<file path="src/rtl/cp0_pkg.sv">
// Shared CP0 definitions: register addresses, ExcCode values, wb_exc bit positions
// and the exception-source priority helpers used by cp0_exc_unit.
package cp0_pkg;

    // {rd[4:0], sel[2:0]} addresses of the implemented registers
    localparam logic [7:0] REG_BADVADDR = 8'h40;
    localparam logic [7:0] REG_COUNT    = 8'h48;
    localparam logic [7:0] REG_COMPARE  = 8'h58;
    localparam logic [7:0] REG_STATUS   = 8'h60;
    localparam logic [7:0] REG_CAUSE    = 8'h68;
    localparam logic [7:0] REG_EPC      = 8'h70;

    localparam logic [4:0] EXC_INT  = 5'd0;
    localparam logic [4:0] EXC_ADEL = 5'd4;
    localparam logic [4:0] EXC_ADES = 5'd5;
    localparam logic [4:0] EXC_SYS  = 5'd8;
    localparam logic [4:0] EXC_BP   = 5'd9;
    localparam logic [4:0] EXC_RI   = 5'd10;
    localparam logic [4:0] EXC_OV   = 5'd12;

    localparam int WB_ADEL_IF = 6;
    localparam int WB_RI      = 5;
    localparam int WB_OV      = 4;
    localparam int WB_SYS     = 3;
    localparam int WB_BP      = 2;
    localparam int WB_ADEL_LS = 1;
    localparam int WB_ADES    = 0;

    localparam logic [31:0] STATUS_RESET = 32'h0040_0000;

    typedef enum logic [3:0] {
        SRC_NONE,
        SRC_INT,
        SRC_ADEL_IF,
        SRC_RI,
        SRC_OV,
        SRC_SYS,
        SRC_BP,
        SRC_ADEL_LS,
        SRC_ADES
    } exc_src_e;

    // Highest-priority cause wins; everything below it is discarded.
    function automatic exc_src_e exc_select(input logic int_pend, input logic [6:0] exc);
        exc_src_e src;
        src = SRC_NONE;
        if (int_pend)              src = SRC_INT;
        else if (exc[WB_ADEL_IF])  src = SRC_ADEL_IF;
        else if (exc[WB_RI])       src = SRC_RI;
        else if (exc[WB_OV])       src = SRC_OV;
        else if (exc[WB_SYS])      src = SRC_SYS;
        else if (exc[WB_BP])       src = SRC_BP;
        else if (exc[WB_ADEL_LS])  src = SRC_ADEL_LS;
        else if (exc[WB_ADES])     src = SRC_ADES;
        return src;
    endfunction

    function automatic logic [4:0] exc_code_of(input exc_src_e src);
        logic [4:0] code;
        case (src)
            SRC_ADEL_IF, SRC_ADEL_LS: code = EXC_ADEL;
            SRC_ADES:                 code = EXC_ADES;
            SRC_RI:                   code = EXC_RI;
            SRC_OV:                   code = EXC_OV;
            SRC_SYS:                  code = EXC_SYS;
            SRC_BP:                   code = EXC_BP;
            default:                  code = EXC_INT;
        endcase
        return code;
    endfunction

endpackage

</file>
<file path="src/rtl/cp0_timer.sv">
// Prescaled Count/Compare timer with sticky TI. Present only when CP0_TIMER_EN is
// defined; otherwise Count/Compare read 0, writes are ignored and TI stays low.
module cp0_timer
    import cp0_pkg::*;
#(
    parameter int unsigned COUNT_DIV = 2
) (
    input  logic        clk,
    input  logic        reset,
    input  logic        count_wen,
    input  logic        compare_wen,
    input  logic [31:0] wdata,
    output logic [31:0] count,
    output logic [31:0] compare,
    output logic        ti
);

`ifdef CP0_TIMER_EN
    localparam int unsigned DIV_W = (COUNT_DIV > 1) ? $clog2(COUNT_DIV) : 1;

    logic [DIV_W-1:0] div_q, div_d;
    logic [31:0]      count_q, count_d;
    logic [31:0]      compare_q, compare_d;
    logic             ti_q, ti_d;

    // NOTE: every _d gets its hold value first so no path through this block infers a latch.
    always_comb begin
        div_d     = div_q;
        count_d   = count_q;
        compare_d = compare_q;
        ti_d      = ti_q;

        if (count_wen) begin
            count_d = wdata;
            div_d   = '0;
        end else if (div_q == DIV_W'(COUNT_DIV - 1)) begin
            div_d   = '0;
            count_d = count_q + 32'd1;
        end else begin
            div_d = div_q + 1'b1;
        end

        // A Compare write clears TI even if Count reaches Compare on the same edge.
        if (compare_wen) begin
            compare_d = wdata;
            ti_d      = 1'b0;
        end else if ((count_d != count_q) && (count_d == compare_q)) begin
            ti_d = 1'b1;
        end
    end

    // NOTE: sequential state uses non-blocking assignments only.
    always_ff @(posedge clk) begin
        if (reset) begin
            div_q     <= '0;
            count_q   <= '0;
            compare_q <= '0;
            ti_q      <= 1'b0;
        end else begin
            div_q     <= div_d;
            count_q   <= count_d;
            compare_q <= compare_d;
            ti_q      <= ti_d;
        end
    end

    assign count   = count_q;
    assign compare = compare_q;
    assign ti      = ti_q;
`else
    logic unused_timer_inputs;
    assign unused_timer_inputs = ^{clk, reset, count_wen, compare_wen, wdata};

    assign count   = '0;
    assign compare = '0;
    assign ti      = 1'b0;
`endif

endmodule

</file>
<file path="src/rtl/cp0_exc_unit.sv">
// CP0 register file and precise-exception controller beside WB. The Count/Compare
// timer is built only when CP0_TIMER_EN is defined.
module cp0_exc_unit
    import cp0_pkg::*;
#(
    parameter int unsigned HW_INT_NUM = 5,
    parameter int unsigned COUNT_DIV  = 2,
    parameter logic [31:0] EXC_ENTRY  = 32'hBFC0_0380
) (
    input  logic                  clk,
    input  logic                  reset,
    input  logic                  wb_valid,
    input  logic [31:0]           wb_pc,
    input  logic                  wb_in_delay,
    input  logic [6:0]            wb_exc,
    input  logic [31:0]           wb_badvaddr,
    input  logic                  wb_eret,
    input  logic                  mtc0_en,
    input  logic [7:0]            mtc0_addr,
    input  logic [31:0]           mtc0_wdata,
    input  logic [7:0]            mfc0_addr,
    output logic [31:0]           mfc0_rdata,
    input  logic [HW_INT_NUM-1:0] hw_int,
    output logic                  exc_valid,
    output logic [31:0]           exc_pc,
    output logic                  cancel,
    output logic                  status_exl
);

    logic [7:0]            im_q, im_d;
    logic                  exl_q, exl_d;
    logic                  ie_q, ie_d;
    logic                  bd_q, bd_d;
    logic [4:0]            exc_code_q, exc_code_d;
    logic [1:0]            ip_sw_q, ip_sw_d;
    logic [HW_INT_NUM-1:0] hw_q, hw_d;
    logic [31:0]           epc_q, epc_d;
    logic [31:0]           badvaddr_q, badvaddr_d;

    logic [31:0] count, compare;
    logic        ti;
    logic [7:0]  ip;
    logic        int_pend;
    exc_src_e    exc_src;
    logic        exc_take, eret_take, mtc0_wen;

    always_comb begin
        ip        = '0;
        ip[1:0]   = ip_sw_q;
        for (int i = 0; i < HW_INT_NUM; i++) begin
            ip[2+i] = hw_q[i];
        end
        ip[7]     = ti;
    end

    assign int_pend  = ie_q & ~exl_q & (|(ip & im_q));
    assign exc_src   = exc_select(int_pend, wb_exc);
    assign exc_take  = wb_valid & (exc_src != SRC_NONE);
    assign eret_take = wb_valid & wb_eret & ~exc_take;
    // A redirecting instruction cancels its own MTC0.
    assign mtc0_wen  = wb_valid & mtc0_en & ~exc_take & ~eret_take;

    cp0_timer #(
        .COUNT_DIV (COUNT_DIV)
    ) u_timer (
        .clk         (clk),
        .reset       (reset),
        .count_wen   (mtc0_wen && (mtc0_addr == REG_COUNT)),
        .compare_wen (mtc0_wen && (mtc0_addr == REG_COMPARE)),
        .wdata       (mtc0_wdata),
        .count       (count),
        .compare     (compare),
        .ti          (ti)
    );

    always_comb begin
        im_d       = im_q;
        exl_d      = exl_q;
        ie_d       = ie_q;
        bd_d       = bd_q;
        exc_code_d = exc_code_q;
        ip_sw_d    = ip_sw_q;
        hw_d       = hw_int;
        epc_d      = epc_q;
        badvaddr_d = badvaddr_q;

        if (mtc0_wen) begin
            case (mtc0_addr)
                REG_STATUS: begin
                    im_d  = mtc0_wdata[15:8];
                    exl_d = mtc0_wdata[1];
                    ie_d  = mtc0_wdata[0];
                end
                REG_CAUSE: ip_sw_d = mtc0_wdata[9:8];
                REG_EPC:   epc_d   = mtc0_wdata;
                default: ;
            endcase
        end

        if (exc_take) begin
            exc_code_d = exc_code_of(exc_src);
            exl_d      = 1'b1;
            // Nested exceptions keep the EPC/BD of the outermost one.
            if (!exl_q) begin
                epc_d = wb_in_delay ? (wb_pc - 32'd4) : wb_pc;
                bd_d  = wb_in_delay;
            end
            if (exc_src == SRC_ADEL_IF) begin
                badvaddr_d = wb_pc;
            end else if ((exc_src == SRC_ADEL_LS) || (exc_src == SRC_ADES)) begin
                badvaddr_d = wb_badvaddr;
            end
        end else if (eret_take) begin
            exl_d = 1'b0;
        end
    end

    always_ff @(posedge clk) begin
        if (reset) begin
            im_q       <= '0;
            exl_q      <= 1'b0;
            ie_q       <= 1'b0;
            bd_q       <= 1'b0;
            exc_code_q <= '0;
            ip_sw_q    <= '0;
            hw_q       <= '0;
            epc_q      <= '0;
            badvaddr_q <= '0;
        end else begin
            im_q       <= im_d;
            exl_q      <= exl_d;
            ie_q       <= ie_d;
            bd_q       <= bd_d;
            exc_code_q <= exc_code_d;
            ip_sw_q    <= ip_sw_d;
            hw_q       <= hw_d;
            epc_q      <= epc_d;
            badvaddr_q <= badvaddr_d;
        end
    end

    always_comb begin
        mfc0_rdata = '0;
        case (mfc0_addr)
            REG_BADVADDR: mfc0_rdata = badvaddr_q;
            REG_COUNT:    mfc0_rdata = count;
            REG_COMPARE:  mfc0_rdata = compare;
            REG_STATUS:   mfc0_rdata = {STATUS_RESET[31:16], im_q, 6'b0, exl_q, ie_q};
            REG_CAUSE:    mfc0_rdata = {bd_q, ti, 14'b0, ip, 1'b0, exc_code_q, 2'b0};
            REG_EPC:      mfc0_rdata = epc_q;
            default: ;
        endcase
    end

    assign exc_valid  = ~reset & (exc_take | eret_take);
    assign cancel     = exc_valid;
    assign exc_pc     = exc_take ? EXC_ENTRY : epc_q;
    assign status_exl = exl_q;

endmodule

</file>
<file path="config.mk">
export PLATFORM = sky130hd
export DESIGN_NAME = cp0_exc_unit
export DESIGN_NICKNAME = d
export VERILOG_FILES = /design/src/rtl/cp0_pkg.sv /design/src/rtl/cp0_timer.sv /design/src/rtl/cp0_exc_unit.sv
export SDC_FILE = /design/constraint.sdc
export NUM_CORES = 1
export LEC_CHECK = 0
export ABC_AREA = 0
export ABC_CLOCK_PERIOD_IN_PS = 2800
export BUFFER_PORTS_ARGS = -buffer_cell sky130_fd_sc_hd__buf_2
export CORE_MARGIN = 8
export CORE_UTILIZATION = 49
export DETAILED_ROUTE_END_ITERATION = 16
export PLACE_DENSITY = 0.91
export SETUP_SLACK_MARGIN = 0.1
export SYNTH_ARGS = -nofsm -noshare
export SYNTH_HDL_FRONTEND = slang
export SYNTH_SLANG_ARGS = --single-unit
</file>
<file path="constraint.sdc">
create_clock -name clk -period 2.8 [get_ports clk]
set_input_delay 0.42 -clock clk [delete_from_list [all_inputs] [get_ports clk]]
set_output_delay 0.42 -clock clk [all_outputs]
set_load 0.01 [all_outputs]
</file>
# Word level (Yosys, flattened, before mapping)
# Cells that the tools add are included.
# totals
ff_bits	87
output_inout_bits	67
# classes
add_sub_neg	1
eq_ne	14
mux	22
n_bitwise	15
reduce_logical	12
# ops
cell	n
$mux W32	8
$pmux W32 S4	1
$eq A8 B7 Y1 const B	7
$mux W4	8
$sub A32 B3 Y32 const B	1
$pmux W4 S6	1
$eq A4 B3 Y1 const B	4
$reduce_and A2 Y1	5
$and A1 B1 Y1	9
$and A7 B8 Y8	1
$eq A4 B2 Y1 const B	2
$reduce_or A8 Y1	1
$reduce_bool A3 Y1	2
$eq A4 B4 Y1 const B	1
$mux W1	4
$not A1 Y1	4
$reduce_bool A4 Y1	1
$reduce_bool A2 Y1	1
$reduce_or A2 Y1	1
$logic_or A1 B1 Y1	1
$or A1 B1 Y1	1

# Logic depth before layout (Yosys ltp)
# depth
ltp_word	17
depth_mapped	9
ltp_nobuf	8

# Cells and area by module
# Synthesis repeated with hierarchy kept, for this count alone.
# hier_totals
hier_cells	719
area_unflattened_um2	5830.6
# modules_own_cells
mod	instances	cells_per_inst	area_each_um2	seq_area_each_um2
cp0_exc_unit	1	653	5338.9	1721.7
cp0_timer	1	66	491.7	0.0

# Worst setup path before layout
# No wires, ideal clock.
# synth_timing
path_kind	input-to-output
start	input port mfc0_addr[7]
end	output port mfc0_rdata[31]
arrival_time_ns	2.105
t_required_ns	2.380
slack_ns	0.275
path_stages	8
n_path_buf	2
cell_sequence	nand2b_1 -> nor4_1 -> nand2b_1 -> clkbuf_1 -> nor3_1 -> clkbuf_1 -> a22oi_1 -> nand2_1
# synth_between
elab_chain_len	2
elab_cells_between_ends	5
# synth_lines
element	line	text
start: declaration	cp0_exc_unit.sv:21	input logic [7:0] mfc0_addr,
$eq A8 B7 Y1	cp0_exc_unit.sv:144	case (mfc0_addr)
$pmux W32 S4 (*)	cp0_exc_unit.sv:144	
end: declaration	cp0_exc_unit.sv:22	output logic [31:0] mfc0_rdata,
# Every way passes the cells marked *; elsewhere a longest branch is shown, timed or not.

# Worst setup path in the final report
# layout_timing
start	input port wb_exc[2]
end	output port exc_pc[4]
# layout_between
elab_chain_len	9
# layout_lines
element	line	text
start: declaration	cp0_exc_unit.sv:15	input logic [6:0] wb_exc,
$mux W4	cp0_pkg.sv:52	else if (exc[WB_BP]) src = SRC_BP;
$mux W4	cp0_pkg.sv:51	else if (exc[WB_SYS]) src = SRC_SYS;
$mux W4	cp0_pkg.sv:50	else if (exc[WB_OV]) src = SRC_OV;
$mux W4	cp0_pkg.sv:49	else if (exc[WB_RI]) src = SRC_RI;
$mux W4	cp0_pkg.sv:48	else if (exc[WB_ADEL_IF]) src = SRC_ADEL_IF;
$mux W4	cp0_pkg.sv:47	if (int_pend) src = SRC_INT;
$reduce_bool A4 Y1	cp0_exc_unit.sv:58	assign exc_take = wb_valid & (exc_src != SRC_NONE);
$and A1 B1 Y1	cp0_exc_unit.sv:58	
$mux W32	cp0_exc_unit.sv:157	assign exc_pc = exc_take ? EXC_ENTRY : epc_q;
end: declaration	cp0_exc_unit.sv:25	output logic [31:0] exc_pc,
# Every way passes these cells.

==> flow_summary.toml <==
[clock_network]
htree_levels = 3
clkLatencyLatePin_ps = 370
hold_buffers = 0
cts_buffers = 9
cts_tree = "yes"
clk_pin_slew_ps = 90
clockBufferDepth = 2
post-cts-setup-buffer-count = 0
cts_root_buf = "clkbuf_8"
clock-sinks = 86
cts_resized = 0

[grt]
grt_pass1_wl_um = 27700
antenna_found_initial = 0
grt_overflow = 0
grt_max_degree = 39
first_global_vias = 5321
grtUsageTotal_pct = 26.2

[finish]
area_delta_synth_final_pct = 27.3
antennaDiodeCount = 0
finish.net_count = 884
drive_above_1_share_pct = 32.7
stdcell_area_um2 = 6290
fin_util_pct = 64.4
mostFrequentLayoutCell = "buf_2"
layout_common_cells = "196 x buf_2, 86 x dfxtp_1, 77 x nor2_1"

[synthesis]
synthFlopType = "dfxtp_1"
async_flop_share_pct = 0
netlist_area_um2 = 4940
synth_edf_count = 0
syn_nets = 706
ys_seq_area_share_pct = 34.8
ys_types = 50
syn_avg_cell_area_um2 = 8.60
synthCells = 575
synth_warnings = 0
ys_seq_elements = 86

[place]
place_area_um2 = 6050
dpl_worst_slack_ps = 240
port_buffers = 196
dp_hpwl_um = 13600
gp_congestion = 0.878

[routing]
wl_um = 17800
viasPerCell = 6.02
post-route-drc-count = 0
wl_met3_um = 1490
routedWlPerCell_um = 20.0
wl_met1_um = 7300
met2WireLength_um = 8370
drt-pass1-iter-count = 8
dr.first_iter.drc_count = 546
top_layer_used = "met4"
via_count = 5360
ant_nets = 0

[die]
fp.dieArea_um2 = 13600
io_pins = 197
die_h_um = 116
rows = 36
core_um2 = 9770
initial_core_util_pct = 50.6
die_x_um = 116

[timing]
clock_skew_ps = 10.1
hold_slack_ps = 264
fin_tns_setup_ps = 0
hold_viol = 0
setup_viol = 0
rsz0062_at_grt = "no"
tightestPinTransition_ps = 630
slew_violations = 0
fmax_ghz = 0.385
setup_slack_ps = 202
maxSlewHeadroom_pct = 58.0
post-route-min-period_ps = 2600
period_share_pct = 92.8

[pwr]
irDropWorstVdd_uv = 222
p_per_area_nw_per_um2 = 454
leakagePower_nw = 2.81

[critical_path]
path_class = "input pin to output port"
critical_path_required_ps = 2380
startpoint_type = "input pin"
cp.arrival_ps = 2180
cp_max_fo = 23
endpoint_kind = "output port"

[min_path]
hold_class = "input pin to flip-flop"

[outcome]
status = "completed"

[flow_run]
drv_cap = 0
## where the power goes
part / internal [mW] / switching, mW / leakage (nW) / total, mW
sequential: 1.30 / 0.0590 / 0.709 / 1.36
clock: 0.505 / 0.478 / 0.106 / 0.984
combinational: 0.233 / 0.281 / 1.99 / 0.514
total: 2.04 / 0.819 / 2.81 / 2.86
## cell families after synthesis
family / share of synthesized area [%]
buf+inv: 5.19
compound gates: 22.6
simple gates: 20.6
flops: 34.8
fa+ha+maj: 0.253
xor+xnor: 4.96
mux: 11.6
## worst max-delay path: stages
cell     delay (ps)
buf_2           120
or3_1           450
or3_1           400
o21ai_2         240
buf_8           210
and2_1          180
buf_2           140
## sequential cells by signal (all words and copies together) (netlist names)
| signal | cells |
|---|---|
| hw_q | 5 |
| ip_sw_q | 2 |
| ie_q | 1 |
| epc_q | 32 |
| im_q | 8 |
| status_exl | 1 |
| badvaddr_q | 32 |
| bd_q | 1 |
| exc_code_q | 4 |
## path summary, 6_finish.rpt
| path | cells past startpoint | end | slack [ps] | startpoint |
|---|---|---|---|---|
| worst min register to register | 2 | bd_q$_SDFFE_PP0P_ | 460 | bd_q$_SDFFE_PP0P_ |
| worst max-delay path | 7 | exc_pc[4] | 200 | wb_exc[2] |
| worst max register to register | 7 | badvaddr_q[19]$_SDFFE_PP0P_ | 480 | ip_sw_q[1]$_SDFFE_PP0P_ |
| worst min-delay path | 2 | hw_q[4]$_SDFF_PP0_ | 260 | hw_int[4] |
## metal layers
layer,track usage (%),up-vias
met3,5.89,66
met4,11.4,0
met1,32.1,2486
met5,0,-
met2,43.1,311
li1,-,2497
## cell type report
class                           instances  area (µm²)
Timing Repair Buffer                  218        1150
Sequential cell                        86        1720
Inverter                                9        33.8
Multi-Input combinational cell        429        3000
Clock inverter                          7        97.6
Fill cell                             825        3480
Clock buffer                            9         124
Tap cell                              133         166
## through the flow
step / instances / power (mW)
2_1_floorplan: 575 / 1.65
3_3_place_gp: 875 / 1.87
3_5_place_dp: 875 / 1.89
4_1_cts: 891 / 2.85
5_1_grt: 891 / 2.98
6_report: 891 / 2.86
## cells in the mapped netlist (9+ instances only)
library cell / n / area share (%)
a221oi_1: 22 / 3.9
nand2_1: 26 / 2.0
a22oi_1: 21 / 3.2
clkbuf_1: 40 / 3.0
and2_1: 21 / 2.7
inv_1: 9 / 0.68
nand2b_1: 19 / 2.4
a211oi_1: 59 / 9.0
nor4_1: 13 / 1.6
xnor2_1: 15 / 2.7
mux2i_1: 54 / 11
dfxtp_1: 86 / 35
a22o_1: 16 / 2.8
xor2_1: 13 / 2.3
nor2_1: 78 / 5.9
nor3_1: 10 / 1.0
Power figures use the tool's default switching activity.
